[config.mk]
export PLATFORM = sky130hd
export DESIGN_NAME = counter_ctrl
export DESIGN_NICKNAME = d
export VERILOG_FILES = /design/src/rtl/counter_ctrl.sv
export SDC_FILE = /design/constraint.sdc
export NUM_CORES = 1
export LEC_CHECK = 0
export ABC_AREA = 1
export BUFFER_PORTS_ARGS = -buffer_cell sky130_fd_sc_hd__buf_4
export CAP_MARGIN = 20
export CORE_UTILIZATION = 31
export CTS_CLUSTER_SIZE = 12
export DETAILED_ROUTE_END_ITERATION = 8
export SYNTH_ARGS = -nofsm -noshare
export SYNTH_HDL_FRONTEND = slang
export SYNTH_SLANG_ARGS = --single-unit
[constraint.sdc]
create_clock -name clk -period 3.04 [get_ports clk]
set_input_delay 0.608 -clock clk [delete_from_list [all_inputs] [get_ports clk]]
set_output_delay 0.608 -clock clk [all_outputs]
set_load 0.01 [all_outputs]
[src/rtl/counter_ctrl.sv]
// counter_ctrl: sequences one load-and-count run of an external counter,
// watches the counter's feedback and reports completion, abort or mismatch.
module counter_ctrl #(
  parameter int unsigned WIDTH = 8
) (
  input  logic             clk,
  input  logic             rst,
  input  logic             start,
  input  logic             stop,
  input  logic [WIDTH-1:0] preset,
  input  logic [WIDTH-1:0] target,
  input  logic [WIDTH-1:0] cnt,
  output logic             load,
  output logic             en,
  output logic [WIDTH-1:0] data_in,
  output logic             busy,
  output logic             done,
  output logic             abort,
  output logic             err
);

  typedef enum logic [1:0] {
    IDLE = 2'd0,
    LOAD = 2'd1,
    RUN  = 2'd2,
    DONE = 2'd3
  } state_t;

  state_t           state_q;
  logic [WIDTH-1:0] exp_q;
  logic [WIDTH-1:0] tgt_q;

  logic             mismatch_c;
  logic             last_c;
  logic [WIDTH-1:0] tgt_m1_c;

  // Feedback check and terminal detect: stop one count short so the
  // increment already in flight lands exactly on the target.
  always_comb begin
    tgt_m1_c   = tgt_q - WIDTH'(1);
    mismatch_c = (cnt != exp_q);
    last_c     = (cnt == tgt_m1_c);
  end

  // Run sequencer with registered strobes; pulses default low every cycle.
  always_ff @(posedge clk or posedge rst) begin
    if (rst) begin
      state_q <= IDLE;
      exp_q   <= '0;
      tgt_q   <= '0;
      data_in <= '0;
      load    <= 1'b0;
      en      <= 1'b0;
      busy    <= 1'b0;
      done    <= 1'b0;
      abort   <= 1'b0;
      err     <= 1'b0;
    end else begin
      done  <= 1'b0;
      abort <= 1'b0;
      case (state_q)
        IDLE: begin
          if (start && !stop) begin
            data_in <= preset;
            exp_q   <= preset;
            tgt_q   <= target;
            err     <= 1'b0;
            load    <= 1'b1;
            busy    <= 1'b1;
            state_q <= LOAD;
          end
        end
        LOAD: begin
          load <= 1'b0;
          if (stop) begin
            en      <= 1'b0;
            busy    <= 1'b0;
            abort   <= 1'b1;
            state_q <= IDLE;
          end else if (tgt_q != exp_q) begin
            en      <= 1'b1;
            state_q <= RUN;
          end else begin
            // Zero-length run: nothing to count.
            en      <= 1'b0;
            busy    <= 1'b0;
            done    <= 1'b1;
            state_q <= DONE;
          end
        end
        RUN: begin
          exp_q <= exp_q + WIDTH'(1);
          if (stop) begin
            en      <= 1'b0;
            busy    <= 1'b0;
            abort   <= 1'b1;
            if (mismatch_c) begin
              err <= 1'b1;
            end
            state_q <= IDLE;
          end else if (mismatch_c) begin
            en      <= 1'b0;
            busy    <= 1'b0;
            err     <= 1'b1;
            state_q <= IDLE;
          end else if (last_c) begin
            en      <= 1'b0;
            busy    <= 1'b0;
            done    <= 1'b1;
            state_q <= DONE;
          end
        end
        DONE: begin
          state_q <= IDLE;
        end
        default: begin
          state_q <= IDLE;
        end
      endcase
    end
  end

endmodule
==> results of run 1 <==
==> sequential cells by signal, indices dropped and copies added (netlist names) <==
signal,flops
data_in,8
exp_q,8
tgt_q,8
state_q,2
abort,1
busy,1
done,1
en,1
err,1
load,1
==> metrics by stage <==
step | hold slack [ns] | area [µm²] | utilization (%)
after floorplan | 0.4742 | 2072 | -
after global placement | 0.4627 | 2467 | 38.64
after detailed placement | 0.4673 | 2467 | 38.64
after CTS | 0.4811 | 2575 | 40.32
after global routing | 0.5003 | 2575 | 40.32
final | 0.4469 | 2575 | 40.32
==> logic make-up after synthesis <==
family	count (synthesis)	synth area share, %
xor+xnor	10	4.227
flops	32	38.65
simple gates	154	32.25
buf+inv	44	8.091
fa+ha+maj	6	3.623
compound gates	47	13.17
==> final cells by class <==
type / count / area (µm²) / share of cell area (%)
Timing Repair Buffer: 43 / 322.8 / 12.54
Clock buffer: 6 / 72.57 / 2.818
Tap cell: 77 / 96.34 / 3.741
Inverter: 38 / 143.9 / 5.588
Multi-Input combinational cell: 217 / 1104 / 42.86
Sequential cell: 32 / 800.8 / 31.10
Clock inverter: 2 / 35.03 / 1.361
==> worst paths after layout <==
path,slack [ns],end,cells past startpoint
setup / recovery,0.90,exp_q[2]$_DFFE_PP0P_,8
hold / removal,0.45,tgt_q[0]$_DFFE_PP0P_,2
setup reg to reg,0.90,exp_q[2]$_DFFE_PP0P_,8
hold reg to reg,0.48,data_in[5]$_DFFE_PP0P_,2
max in group asynchronous,1.89,exp_q[6]$_DFFE_PP0P_,3
min in group clk,0.48,data_in[5]$_DFFE_PP0P_,2
==> routing by layer <==
metal  global-route usage, %  vias up  share of wire [%]
li1                        -     1016                  -
met1                   20.06      874                 48
met2                   23.50       44                 45
met5                       0        -                  0
met3                   3.363        7                4.5
met4                   5.855        0                1.8
==> worst reg2reg max path: stages, from the launching register on <==
cell,delay (ns)
dfrtp_1,0.40
inv_1,0.11
ha_1,0.48
inv_1,0.30
nand2_1,0.15
nand2_1,0.13
inv_2,0.22
o21ai_0,0.13
a22oi_1,0.15
==> cell usage in the layout, fill, tap and decap left out, drive strengths merged <==
cell type / instances
nor2: 24
nand3: 15
o21ai: 27
nor4: 1
a2bb2oi: 1
xor2: 7
buf: 43
nor3: 2
dfrtp: 32
a22oi: 1
inv: 37
clkinv: 2
clkbuf: 6
a31oi: 1
nand4: 4
nand2: 107
xnor2: 3
a21oi: 12
nand3b: 1
bufinv: 1
o211ai: 4
ha: 6
o22ai: 1
==> report_power, final <==
group | switching (mW) | leakage (nW) | internal [mW]
registers | 0.223 | 0.393 | 0.631
clock network | 0.158 | 0.0552 | 0.243
logic | 0.772 | 0.875 | 0.533
==> metrics.cfg, run 1 <==
[outcome]
status = finished, final reports clean

[floorplanning]
die_area_mm2 = 0.007015
start_util_pct = 32.45
die_h_um = 83.76
die_x_um = 83.76
row_count = 29
coreArea_mm2 = 0.006386
io-pin-count = 42

[yosys]
ys_top_cells_by_count = 103 x nand2_1, 32 x dfrtp_1, 31 x inv_1, 22 x o21ai_0, 19 x nor2_1
synth_top_area_share_pct = 38.65
syn_area_per_cell_um2 = 7.072
yosysMostFrequentCell = nand2_1
synth_cell_types = 32
syn_inst = 293
synth-async-reset-ratio_pct = 100.0
yosys_most_used_dff = dfrtp_1
netlist_area_mm2 = 0.002072
syn_nets = 327
yosysWarnings = 0
synth_seq_cells = 32
synth_area_leaders = dfrtp_1 39%, nand2_1 19%, inv_1 5.6%
ys_seq_area_share_pct = 38.65
yosys.area.top_type = dfrtp_1
synth-edff-count = 0

[grt]
antenna_found_initial = 0
grt_pass1_vias = 1768
grt.overflow.total = 0
grt_pass1_wl_mm = 8.300
grt_usage_pct = 14.99
grt_max_degree = 18

[worst_setup_path]
path_class = reg -> reg
crit-reg2reg-launch = state_q[0]$_DFFE_PP0P_
crit_path_top_delay_cell = ha_1
crit_buf_inv = 3
cp_max_fo = 15
start_kind = flip-flop
path_delay_family = buffers and inverters
crit_required_ns = 3.24
slowest_delay_ns = 0.48
crit_chain = inv_1 -> ha_1 -> inv_1 -> nand2_1 -> nand2_1 -> inv_2 -> o21ai_0 -> a22oi_1
cp-end-kind = flip-flop
crit_start = state_q[0]$_DFFE_PP0P_
cp.arrival_ns = 2.34

[placed_design]
place_ws_ns = 0.9193
port_buffers = 41
placed_cells = 407
place_congestion = 0.8197
post-dp-hpwl_mm = 3.942

[drt]
wl_per_cell_um = 12.03
avgViaCountPerCell = 4.677
vias = 1941
dr.pass1.iters = 4
drc_errors = 0
ant_nets = 0
drtIter0Drc = 86
routed_wl_mm = 4.992

[clock_tree]
clk_path_buf_depth = 2
holdBufCountCts = 0
clock_latency_ns = 0.29
clock_sinks = 32
cts_setup_buffers = 0
cts_tree = built
cts-resized-gates = 0
path_clk_slew_ns = 0.08
cts-htree-levels = 2
cts_buffers = 5
cts-root-buf = clkbuf_8

[cells_and_area]
area_growth_pct = 24.28
drive_gt1_share_pct = 21.30
n_fill_cell = 661
fin_cells = 415
diodes = 0
nNetsFinal = 371

[sta]
hold_violations = 0
slew_headroom_pct = 50.90
setup_viol = 0
max_slew.worst_pin.slew_ns = 0.7357
period_share_pct = 70.52
slew_viol_final = 0
fin_crit_ns = 2.144
worst_slack_ns = 0.8961
final.setup.tns_ns = 0
clock_skew_ns = 0.01177
rsz0062_at_grt = false
max_freq_mhz = 466.4

[run]
maxCapViolations = 0

[power]
power_density_mw_per_mm2 = 994.2
p_leak_nw = 1.323
ir_worst_vdd_v = 0.0004875
total_power_mw = 2.560

[min_path]
hold_class = in -> async

Note: power is estimated with default switching activity, not from simulation.
==> run 2, diff against run 1 <==
==> constraint.sdc (replaced) <==
create_clock -name clk -period 2 [get_ports clk]
set_input_delay 0.4 -clock clk [delete_from_list [all_inputs] [get_ports clk]]
set_output_delay 0.4 -clock clk [all_outputs]
set_load 0.01 [all_outputs]
==> metrics.cfg, run 2 (same netlist as run 1, synthesis figures left out) <==
[clock_tree]
clock_latency_ns = 0.28
cts_buffers = 5
cts-root-buf = clkbuf_8
clock_sinks = 32
cts-htree-levels = 2
cts_tree = built
clk_path_buf_depth = 2
cts_setup_buffers = 0
holdBufCountCts = 0
path_clk_slew_ns = 0.07
cts-resized-gates = 0

[sta]
slew_viol_final = 0
rsz0062_at_grt = false
slew_headroom_pct = 67.51
setup_viol = 0
period_share_pct = 90.08
max_freq_mhz = 555.0
fin_crit_ns = 1.802
hold_violations = 0
clock_skew_ns = 0.003752
worst_slack_ns = 0.1984
max_slew.worst_pin.slew_ns = 0.4837
final.setup.tns_ns = 0

[worst_setup_path]
crit_top_cell = nand2_1
crit_required_ns = 2.17
crit_buf_inv = 2
rr_worst_depth = 14
path_delay_family = simple AND/OR/NAND/NOR gates
crit_path_top_delay_cell = dfrtp_1
cp.arrival_ns = 1.97
setup.worst_path.end = state_q[0]$_DFFE_PP0P_
path_class = reg -> reg
reg2reg_slack_ns = 0.20
cp_max_fo = 6
r2r-end = state_q[0]$_DFFE_PP0P_
crit-reg2reg-launch = tgt_q[0]$_DFFE_PP0P_
start_kind = flip-flop
cp.depth = 14
cp-end-kind = flip-flop
crit_chain = inv_2 -> ha_1 -> nand2_1 -> inv_1 -> nor2_1 -> nand2_1 -> nor2_4 -> nand3_2 -> nor2_4 -> nand2_2 -> nand2_4 -> nand2_2 -> nand2_1 -> o21ai_2
slowest_delay_ns = 0.41
crit_start = tgt_q[0]$_DFFE_PP0P_

[grt]
grt.overflow.total = 0
grt_usage_pct = 15.56
grt_max_degree = 33
antenna_found_initial = 0
grt_pass1_vias = 1836
grt_pass1_wl_mm = 8.749

[placed_design]
place_congestion = 0.8445
post-dp-hpwl_mm = 3.928
place_ws_ns = 0.2015
port_buffers = 41

[floorplanning]
die_area_mm2 = 0.007015
start_util_pct = 32.45
io-pin-count = 42
die_h_um = 83.76
coreArea_mm2 = 0.006386
row_count = 29
die_x_um = 83.76

[cells_and_area]
n_fill_cell = 686
reg.largest.list = data_in (8), exp_q (8), tgt_q (8)
layout_common_cells = 103 x nand2_1, 46 x buf_4, 32 x dfrtp_1
register_area_um2 = 800.8
mostFrequentLayoutCell = nand2_1
multi_input_area_mm2 = 0.001104
drive_gt1_share_pct = 21.70
nNetsFinal = 374
diodes = 0
area_growth_pct = 24.52

[outcome]
status = finished, final reports clean

[power]
ir_worst_vdd_v = 0.0005731
p_leak_nw = 1.328
power_density_mw_per_mm2 = 1483

[drt]
vias = 1980
ant_nets = 0
dr.pass1.iters = 4
routed_wl_mm = 5.006
drc_errors = 0
drtIter0Drc = 146
avgViaCountPerCell = 4.737
wl_per_cell_um = 11.98

[run]
maxCapViolations = 0

[min_path]
hold_class = in -> async

## run 2: layout make-up
class	instances	area share, %
Multi-Input combinational cell	217	42.77
Sequential cell	32	31.04
Timing Repair Buffer	46	13.39
Inverter	38	5.577
Tap cell	77	3.734
Clock buffer	8	3.492
## run 2: worst reg2reg max path: stages, from the launching register on
cell	delay (ns)
dfrtp_1	0.41
inv_2	0.08
ha_1	0.30
nand2_1	0.06
inv_1	0.03
nor2_1	0.07
nand2_1	0.09
nor2_4	0.11
nand3_2	0.08
nor2_4	0.10
nand2_2	0.07
nand2_4	0.08
nand2_2	0.07
nand2_1	0.08
o21ai_2	0.05
## run 2: power breakdown
part | internal (mW) | switching (mW) | total [mW]
clock | 0.281 | 0.234 | 0.514
sequential | 0.959 | 0.349 | 1.31
combinational | 0.830 | 1.17 | 2.00
total | 2.07 | 1.76 | 3.83
## run 2: worst min path at each step
stage | start | endpoint | slack, ns
after floorplan | state_q[1]$_DFFE_PP0P_ | state_q[1]$_DFFE_PP0P_ | 0.47
after global placement | data_in[4]$_DFFE_PP0P_ | data_in[4]$_DFFE_PP0P_ | 0.46
after detailed placement | data_in[4]$_DFFE_PP0P_ | data_in[4]$_DFFE_PP0P_ | 0.47
after CTS | rst | abort$_DFF_PP0_ | 0.22
after global routing | rst | load$_DFFE_PP0P_ | 0.24
final | rst | load$_DFFE_PP0P_ | 0.20
## run 2: stage by stage
stage	hold slack [ns]	utilization [%]	cell area (µm²)	cells	total power, mW
3_3_place_gp	0.4631	38.99	2490	410	3.301
4_1_cts	0.2243	40.40	2580	418	3.854
6_report	0.2012	40.40	2580	418	3.826
5_1_grt	0.2431	40.40	2580	418	4.229
3_5_place_dp	0.4659	38.99	2490	410	3.325
2_1_floorplan	0.4742	-	2072	293	2.696
## run 2: routing by layer
metal	part of all wire (%)	wire length [µm]	vias up	track usage (%)
met2	46	2293	42	24.32
met3	3.6	182	6	2.671
met5	0	0	-	0
met4	1.4	69	0	5.085
li1	-	-	1025	-
met1	49	2460	907	21.83
